==> config.mk <==
export PLATFORM = sky130hd
export DESIGN_NAME = mem_fill_arbiter
export DESIGN_NICKNAME = d
export VERILOG_FILES = /design/src/rtl/mem_fill_arbiter_pkg.sv /design/src/rtl/mem_fill_arbiter_fill_word_counter.sv /design/src/rtl/mem_fill_arbiter.sv
export SDC_FILE = /design/constraint.sdc
export NUM_CORES = 1
export LEC_CHECK = 0
export ABC_AREA = 1
export BUFFER_PORTS_ARGS = -buffer_cell sky130_fd_sc_hd__buf_4
export CORE_MARGIN = 2
export CORE_UTILIZATION = 40
export CTS_CLUSTER_DIAMETER = 80
export CTS_CLUSTER_SIZE = 25
export DETAILED_ROUTE_END_ITERATION = 10
export HOLD_SLACK_MARGIN = 0.15
export PLACE_DENSITY = 0.7
export SYNTH_ARGS = -nofsm -noshare
export SYNTH_HDL_FRONTEND = slang
export SYNTH_SLANG_ARGS = --single-unit
==> constraint.sdc <==
create_clock -name clk -period 2.3 [get_ports clk]
set_clock_uncertainty 0.2 [all_clocks]
set_input_delay 0.115 -clock clk [delete_from_list [all_inputs] [get_ports clk]]
set_output_delay 0.115 -clock clk [all_outputs]
set_load 0.01 [all_outputs]
==> src/rtl/mem_fill_arbiter_pkg.sv <==
// Shared types for the cache fill arbiter: FSM states, requester identity and
// default block geometry / memory latency.
package mem_fill_arbiter_pkg;

  typedef enum logic [2:0] {IDLE, WRITE, ISSUE, DRAIN, DONE} state_e;
  typedef enum logic {REQ_I, REQ_D} req_e;

  localparam int DEF_WORDS   = 8;
  localparam int DEF_MEM_LAT = 4;

endpackage

==> src/rtl/mem_fill_arbiter_fill_word_counter.sv <==
// Word counter for a block refill: sync clear beats increment; o_tc flags the
// increment that completes the block (count WORDS-1 -> WORDS).
module fill_word_counter
  import mem_fill_arbiter_pkg::*;
#(
  parameter int WORDS = DEF_WORDS
) (
  input  logic                   clk,
  input  logic                   rst_n,
  input  logic                   i_clr,
  input  logic                   i_inc,
  output logic [$clog2(WORDS):0] o_cnt,
  output logic                   o_tc
);

  localparam int            CW   = $clog2(WORDS) + 1;
  localparam logic [CW-1:0] LAST = CW'(WORDS - 1);

  logic [CW-1:0] r_cnt;

  always_ff @(posedge clk or negedge rst_n) begin
    if (!rst_n)     r_cnt <= '0;
    else if (i_clr) r_cnt <= '0;
    else if (i_inc) r_cnt <= r_cnt + 1'b1;
  end

  assign o_cnt = r_cnt;
  assign o_tc  = i_inc && (r_cnt == LAST);

endmodule

==> src/rtl/mem_fill_arbiter.sv <==
// Arbitrates I/D cache misses and D write-through stores onto a pipelined memory,
// refilling a whole block per miss and steering returned words to the requester.
module mem_fill_arbiter
  import mem_fill_arbiter_pkg::*;
#(
  parameter int ADDR_W  = 16,
  parameter int DATA_W  = 16,
  parameter int WORDS   = DEF_WORDS,
  parameter int MEM_LAT = DEF_MEM_LAT
) (
  input  logic                     clk,
  input  logic                     rst_n,
  input  logic                     icache_miss,
  input  logic [ADDR_W-1:0]        icache_miss_addr,
  input  logic                     dcache_miss,
  input  logic [ADDR_W-1:0]        dcache_miss_addr,
  input  logic                     dcache_wr,
  input  logic [ADDR_W-1:0]        dcache_wr_addr,
  input  logic [DATA_W-1:0]        dcache_wr_data,
  output logic                     mem_en,
  output logic                     mem_wr,
  output logic [ADDR_W-1:0]        mem_addr,
  output logic [DATA_W-1:0]        mem_data_in,
  input  logic [DATA_W-1:0]        mem_data_out,
  input  logic                     mem_data_valid,
  output logic [DATA_W-1:0]        fill_data,
  output logic [$clog2(WORDS)-1:0] fill_word_idx,
  output logic                     icache_fill_we,
  output logic                     dcache_fill_we,
  output logic                     icache_fill_done,
  output logic                     dcache_fill_done,
  output logic                     wr_ack,
  output logic                     cache_stall
);

  localparam int                IW       = $clog2(WORDS);
  localparam logic [ADDR_W-1:0] BLK_MASK = ADDR_W'(2 * WORDS - 1);

  // Returns must arrive strictly after their issue for the drain logic to hold.
  if (MEM_LAT < 1) begin : g_lat_chk
    $error("mem_fill_arbiter: MEM_LAT must be at least 1");
  end

  state_e            r_state;
  req_e              r_req;
  logic [ADDR_W-1:0] r_base;
  logic [ADDR_W-1:0] r_wr_addr;
  logic [DATA_W-1:0] r_wr_data;

  logic [IW:0] w_iss_cnt, w_ret_cnt;
  logic        w_iss_tc, w_ret_tc;
  logic        w_fill;

  assign w_fill = mem_data_valid && (r_state == ISSUE || r_state == DRAIN);

  fill_word_counter #(.WORDS(WORDS)) u_iss_cnt (
    .clk   (clk),
    .rst_n (rst_n),
    .i_clr (w_iss_tc),
    .i_inc (r_state == ISSUE),
    .o_cnt (w_iss_cnt),
    .o_tc  (w_iss_tc)
  );

  fill_word_counter #(.WORDS(WORDS)) u_ret_cnt (
    .clk   (clk),
    .rst_n (rst_n),
    .i_clr (r_state == DONE),
    .i_inc (w_fill),
    .o_cnt (w_ret_cnt),
    .o_tc  (w_ret_tc)
  );

  always_ff @(posedge clk or negedge rst_n) begin
    if (!rst_n) begin
      r_state   <= IDLE;
      r_req     <= REQ_I;
      r_base    <= '0;
      r_wr_addr <= '0;
      r_wr_data <= '0;
    end else begin
      case (r_state)
        IDLE: begin
          if (dcache_miss) begin
            r_req   <= REQ_D;
            r_base  <= dcache_miss_addr & ~BLK_MASK;
            r_state <= ISSUE;
          end else if (dcache_wr) begin
            r_wr_addr <= dcache_wr_addr;
            r_wr_data <= dcache_wr_data;
            r_state   <= WRITE;
          end else if (icache_miss) begin
            r_req   <= REQ_I;
            r_base  <= icache_miss_addr & ~BLK_MASK;
            r_state <= ISSUE;
          end
        end
        WRITE: r_state <= IDLE;
        ISSUE: if (w_iss_tc) r_state <= DRAIN;
        // Leave on the cycle the last word lands so DONE follows it directly.
        DRAIN: if (w_ret_tc || w_ret_cnt[IW]) r_state <= DONE;
        DONE:  r_state <= IDLE;
        default: r_state <= IDLE;
      endcase
    end
  end

  always_comb begin
    mem_en           = (r_state == ISSUE) || (r_state == WRITE);
    mem_wr           = (r_state == WRITE);
    mem_addr         = '0;
    mem_data_in      = '0;
    if (r_state == WRITE) begin
      mem_addr    = r_wr_addr;
      mem_data_in = r_wr_data;
    end else if (r_state == ISSUE) begin
      mem_addr    = r_base + (ADDR_W'(w_iss_cnt) << 1);
    end
    fill_data        = w_fill ? mem_data_out : '0;
    fill_word_idx    = w_fill ? w_ret_cnt[IW-1:0] : '0;
    icache_fill_we   = w_fill && (r_req == REQ_I);
    dcache_fill_we   = w_fill && (r_req == REQ_D);
    icache_fill_done = (r_state == DONE) && (r_req == REQ_I);
    dcache_fill_done = (r_state == DONE) && (r_req == REQ_D);
    wr_ack           = (r_state == WRITE);
    cache_stall      = (r_state != IDLE) || icache_miss || dcache_miss || dcache_wr;
  end

endmodule

== Word-level counts from Yosys, hierarchy flattened ==
Index checks and enable logic that the tools add are counted.

* $add $sub $neg: 3
* Equality and inequality tests: 10
* Mux-type cells: 21
* Bitwise logic cells: 2
* Reductions and logical operators: 21

{| class="wikitable"
|+ Operator list
! operator !! count
|-
| $mux 16 || 7
|-
| $mux 3 || 6
|-
| $add 16x5->16 || 1
|-
| $mux 4 || 4
|-
| $pmux 3 s3 || 1
|-
| $reduce_and 3->1 || 3
|-
| $add 4x1->4 const B || 2
|-
| $eq 4x3->1 const B || 2
|-
| $logic_and 1x1->1 || 7
|-
| $eq 3x2->1 const B || 2
|-
| $logic_or 1x1->1 || 6
|-
| $reduce_bool 2->1 || 3
|-
| $ne 2x1->1 const B || 2
|-
| $ne 4x4->1 const B || 1
|-
| $eq 3x1->1 const B || 1
|-
| $eq 3x3->1 const B || 1
|-
| $logic_not 3->1 || 1
|-
| $mux 1 || 3
|-
| $reduce_bool 3->1 || 1
|-
| $ne 2x2->1 const B || 1
|-
| $not 1->1 || 2
|}

* Bits in registers: 60
* Input port bits: 86
* Output and inout bits: 59
* Logic and storage cells: 64

== Depth between registers and ports, before layout ==
* Depth in word-level cells: 7
* Depth in mapped cells: 9

== Hierarchy ==
From an unflattened synthesis, not the netlist that was laid out.

* Cell total of the unflattened synthesis: 465
* Area total of the unflattened synthesis: 3210.6 µm²

{| class="wikitable"
|+ Modules (own cells, without submodules)
! module !! instances !! cells an instance !! area an instance (µm²)
|-
| mem_fill_arbiter || 1 || 414 || 2791.4
|-
| fill_word_counter (u_iss_cnt) || 1 || 26 || 214.0
|-
| fill_word_counter (u_ret_cnt) || 1 || 25 || 205.2
|}

== Least setup slack after synthesis ==
OpenSTA, ideal clock, no wires.

* Path type: register to output
* From: reg u_iss_cnt.r_cnt[3] (netlist: u_iss_cnt.o_cnt[3])
* To: out mem_addr[10]
* Arrival: 1.363 ns
* Data required time: 1.985 ns
* Setup slack: 0.622 ns
* Stages on the path, launching flop included: 8
* Cells stage by stage: dfrtp_1 -> ha_1 -> ha_1 -> nand2_1 -> nor2_1 -> nand2_1 -> nand2_1 -> o21ai_0

* Cells in the longest elaborated chain, start to end: 3

{| class="wikitable"
|+ Ends and longest elaborated chain
! what !! line !! text
|-
| start, declared || mem_fill_arbiter_fill_word_counter.sv:19 || <nowiki>logic [CW-1:0] r_cnt;</nowiki>
|-
| start signal, assigned || mem_fill_arbiter_fill_word_counter.sv:24 || <nowiki>else if (i_inc) r_cnt <= r_cnt + 1'b1;</nowiki>
|-
| $add 16x5->16 || mem_fill_arbiter.sv:117 || <nowiki>mem_addr = r_base + (ADDR_W'(w_iss_cnt) << 1);</nowiki>
|-
| $mux 16 || mem_fill_arbiter.sv:116 || <nowiki>end else if (r_state == ISSUE) begin</nowiki>
|-
| $mux 16 || mem_fill_arbiter.sv:113 || <nowiki>if (r_state == WRITE) begin</nowiki>
|-
| end, declared || mem_fill_arbiter.sv:22 || <nowiki>output logic [ADDR_W-1:0] mem_addr,</nowiki>
|}

Every way passes these cells.

== Worst setup path after layout ==
* From: in icache_miss_addr[5]
* To: reg r_base[5]

* Cells in the longest elaborated chain, start to end: 3

{| class="wikitable"
|+ Ends and longest elaborated chain
! what !! line !! text
|-
| start, declared || mem_fill_arbiter.sv:14 || <nowiki>input logic [ADDR_W-1:0] icache_miss_addr,</nowiki>
|-
| $mux 16 || mem_fill_arbiter.sv:92 || <nowiki>end else if (icache_miss) begin</nowiki>
|-
| $mux 16 || mem_fill_arbiter.sv:88 || <nowiki>end else if (dcache_wr) begin</nowiki>
|-
| $mux 16 || mem_fill_arbiter.sv:84 || <nowiki>if (dcache_miss) begin</nowiki>
|-
| end signal, assigned || mem_fill_arbiter.sv:86 || <nowiki>r_base <= dcache_miss_addr & ~BLK_MASK;</nowiki>
|-
| end signal, assigned || mem_fill_arbiter.sv:94 || <nowiki>r_base <= icache_miss_addr & ~BLK_MASK;</nowiki>
|-
| end, declared || mem_fill_arbiter.sv:46 || <nowiki>logic [ADDR_W-1:0] r_base;</nowiki>
|}

Every way passes these cells. The select of a mux whose other input is x is not followed.
A chain may end at the register's enable or synchronous reset.

==> impl_metrics.tcl <==
set metrics [dict create \
    outcome "finished, final reports clean" \
    synthToLayoutAreaGrowth_pct 59.3 \
    power.leakage_nw 2.68 \
    setup_viol 0 \
    worst_slew_pin_slew_ns 0.707 \
    final_hold_viol_count 0 \
    synth_seq_cells 56 \
    synthTopCellsByArea "dfrtp_1 44%, nand2_1 19%, inv_1 6.9%" \
    io_pins 145 \
    maxCapViolations 0 \
    grt_use_total 0.212 \
    syn-num-nets 531 \
    start_util 0.410 \
    cts_sinks 56 \
    die_area_um2 8620 \
    fin_area_um2 5030 \
    finalPower_mw 5.07 \
    vias 3381 \
    cts_tree "done" \
    cp-end-kind "register" \
    diodes 0 \
    ant_nets 0 \
    post-dp-hpwl_um 5910 \
    grt_pass1_wl_um 14700 \
    reg2reg_from "r_state[0]" \
    hold_ws_ns 0.170 \
    ys_types 31 \
    fin_tns_setup_ns 0 \
    yosysSeqAreaShare 0.444 \
    clockBufferDepth 2 \
    async_flop_share 1.00 \
    hold_end "r_req" \
    reg2regPathDepth 6 \
    fmax_ghz 0.469 \
    routedWlPerCell_um 12.1 \
    place_congestion 0.796 \
    overflow 0 \
    drt-pass1-iter-count 4 \
    drive_above_1_share 0.269 \
    yosysTopAreaCellShare 0.444 \
    hold_class "input pin to register" \
    htree_levels 2 \
    ir_drop_mv 0.461 \
    start_kind "input pin" \
    post-route-period-util 0.926 \
    final_cells 738 \
    remaining_drc_errors 0 \
    slew_violations 0 \
    core_region_area_um2 7690 \
    yosys.area.top_type "dfrtp_1" \
    worst-path-max-fanout 1 \
    placed_area_um2 4230 \
    grt_max_degree 57 \
    period_needed_ns 2.13 \
    postSynthCellCount 441 \
    clkLatencyLatePin_ns 0.30 \
    syn_area_um2 3160 \
    cts_buffers 5 \
    antenna_found_initial 0 \
    post-place-ws_ns 0.411 \
    first_global_vias 3284 \
    die_y_um 92.8 \
    rsz0062_at_grt "yes" \
    avgSynthCellArea_um2 7.16 \
    crit_type "input pin to register" \
    detail_route.iter0.violations 112 \
    hold_depth 5 \
    fin_nets 726 \
    synth_ff_type "dfrtp_1" \
    cts_root_buffer "clkbuf_8" \
    clk_pin_slew_worst_paths_ns 0.09 \
    wl_um 8960 \
    synth_edf_count 0 \
    synth_common_cells "158 x nand2_1, 58 x inv_1, 56 x dfrtp_1" \
    yosysMostFrequentCell "nand2_1" \
    avgViaCountPerCell 4.58 \
    slew_headroom 0.529 \
    power.density_nw_per_um2 1010 \
    rows 32 \
    hp-start "dcache_wr" \
    port_buffers 136 \
    die_w_um 92.8 \
    yosysWarnings 0 \
    dp.cells 665 \
    r2r_end "r_base[4]" \
    crit_arrival_ns 2.13 \
    reg2reg_slack_ns 0.23 \
    worstPathRequired_ns 2.30 \
    final_core_util 0.654 \
    setup_slack_ns 0.169 \
]
-- worst max-delay path, cell delays in order --
cell and delay (ns):
dlygate4sd3_1 0.55, buf_4 0.14, nand2_1 0.06, nand2_1 0.05
dlygate4sd3_1 0.54, nand2_1 0.07, dlygate4sd3_1 0.53, o21ai_0 0.07
-- flip-flops by register name, indices dropped and copies added, names as in the netlist --
name             cells
r_wr_addr           16
r_base              12
u_iss_cnt.o_cnt      4
r_state              3
r_req                1
u_ret_cnt.o_cnt      4
r_wr_data           16
-- repair_timing --
item | 4_1_cts | 5_1_grt
setup endpoints to repair | 0 | 8
endpoints found under the hold margin | 105 | 0
gates resized for setup | 0 | 6
buffers inserted | 0 | 2
hold buffers | 64 | 0
-- worst max-delay path by stage --
stage | end | cells after the start | slack, ns | start
after CTS | mem_addr[12] | 10 | 0.07 | u_iss_cnt.o_cnt[3]
after global routing | mem_addr[12] | 10 | -0.01 | r_base[4]
after global placement | u_ret_cnt.o_cnt[3] | 6 | 0.47 | r_state[1]
after detailed placement | mem_addr[12] | 10 | 0.41 | u_iss_cnt.o_cnt[3]
after floorplan | mem_addr[10] | 7 | 0.62 | u_iss_cnt.o_cnt[3]
final | r_base[5] | 8 | 0.17 | icache_miss_addr[5]
-- area by class of cell --
class,count,area (um^2)
Clock buffer,5,68.8
Tap cell,102,128
Inverter,62,234
Sequential cell,56,1400
Clock inverter,2,60.1
Timing Repair Buffer,205,1710
Fill cell,661,2660
Multi-Input combinational cell,306,1420
-- metal layers --
metal / global-route usage / routed length, um
met2: 0.367 / 4330
met3: 0.0309 / 473
met4: 0.0650 / 133
met1: 0.275 / 4020
met5: 0 / 0
-- cell families after synthesis --
kind of cell / share of synthesized area
simple gates: 0.331
buf+inv: 0.109
flops: 0.444
compound gates: 0.0944
fa+ha+maj: 0.0159
xor+xnor: 0.00555
-- layout by cell type, fill, tap and decap left out, types with 3 or more instances in the layout --
master and instances:
nand2_1 156, buf_4 140, dlygate4sd3_1 64, inv_1 58, dfrtp_1 56, nor2_1 51
o21ai_0 40, nand3_1 16, clkbuf_8 5, nor2_2 4, or2_2 4, a22o_1 4
nand4_1 4, inv_2 3, nand2_2 3, a21oi_1 3, o211ai_1 3, ha_1 3
-- power breakdown --
part,switching [mW],internal [mW]
clock,0.305,0.429
combinational,1.44,1.16
sequential,0.283,1.46
total,2.03,3.04
No activity file was read; power rests on OpenSTA's default activity.
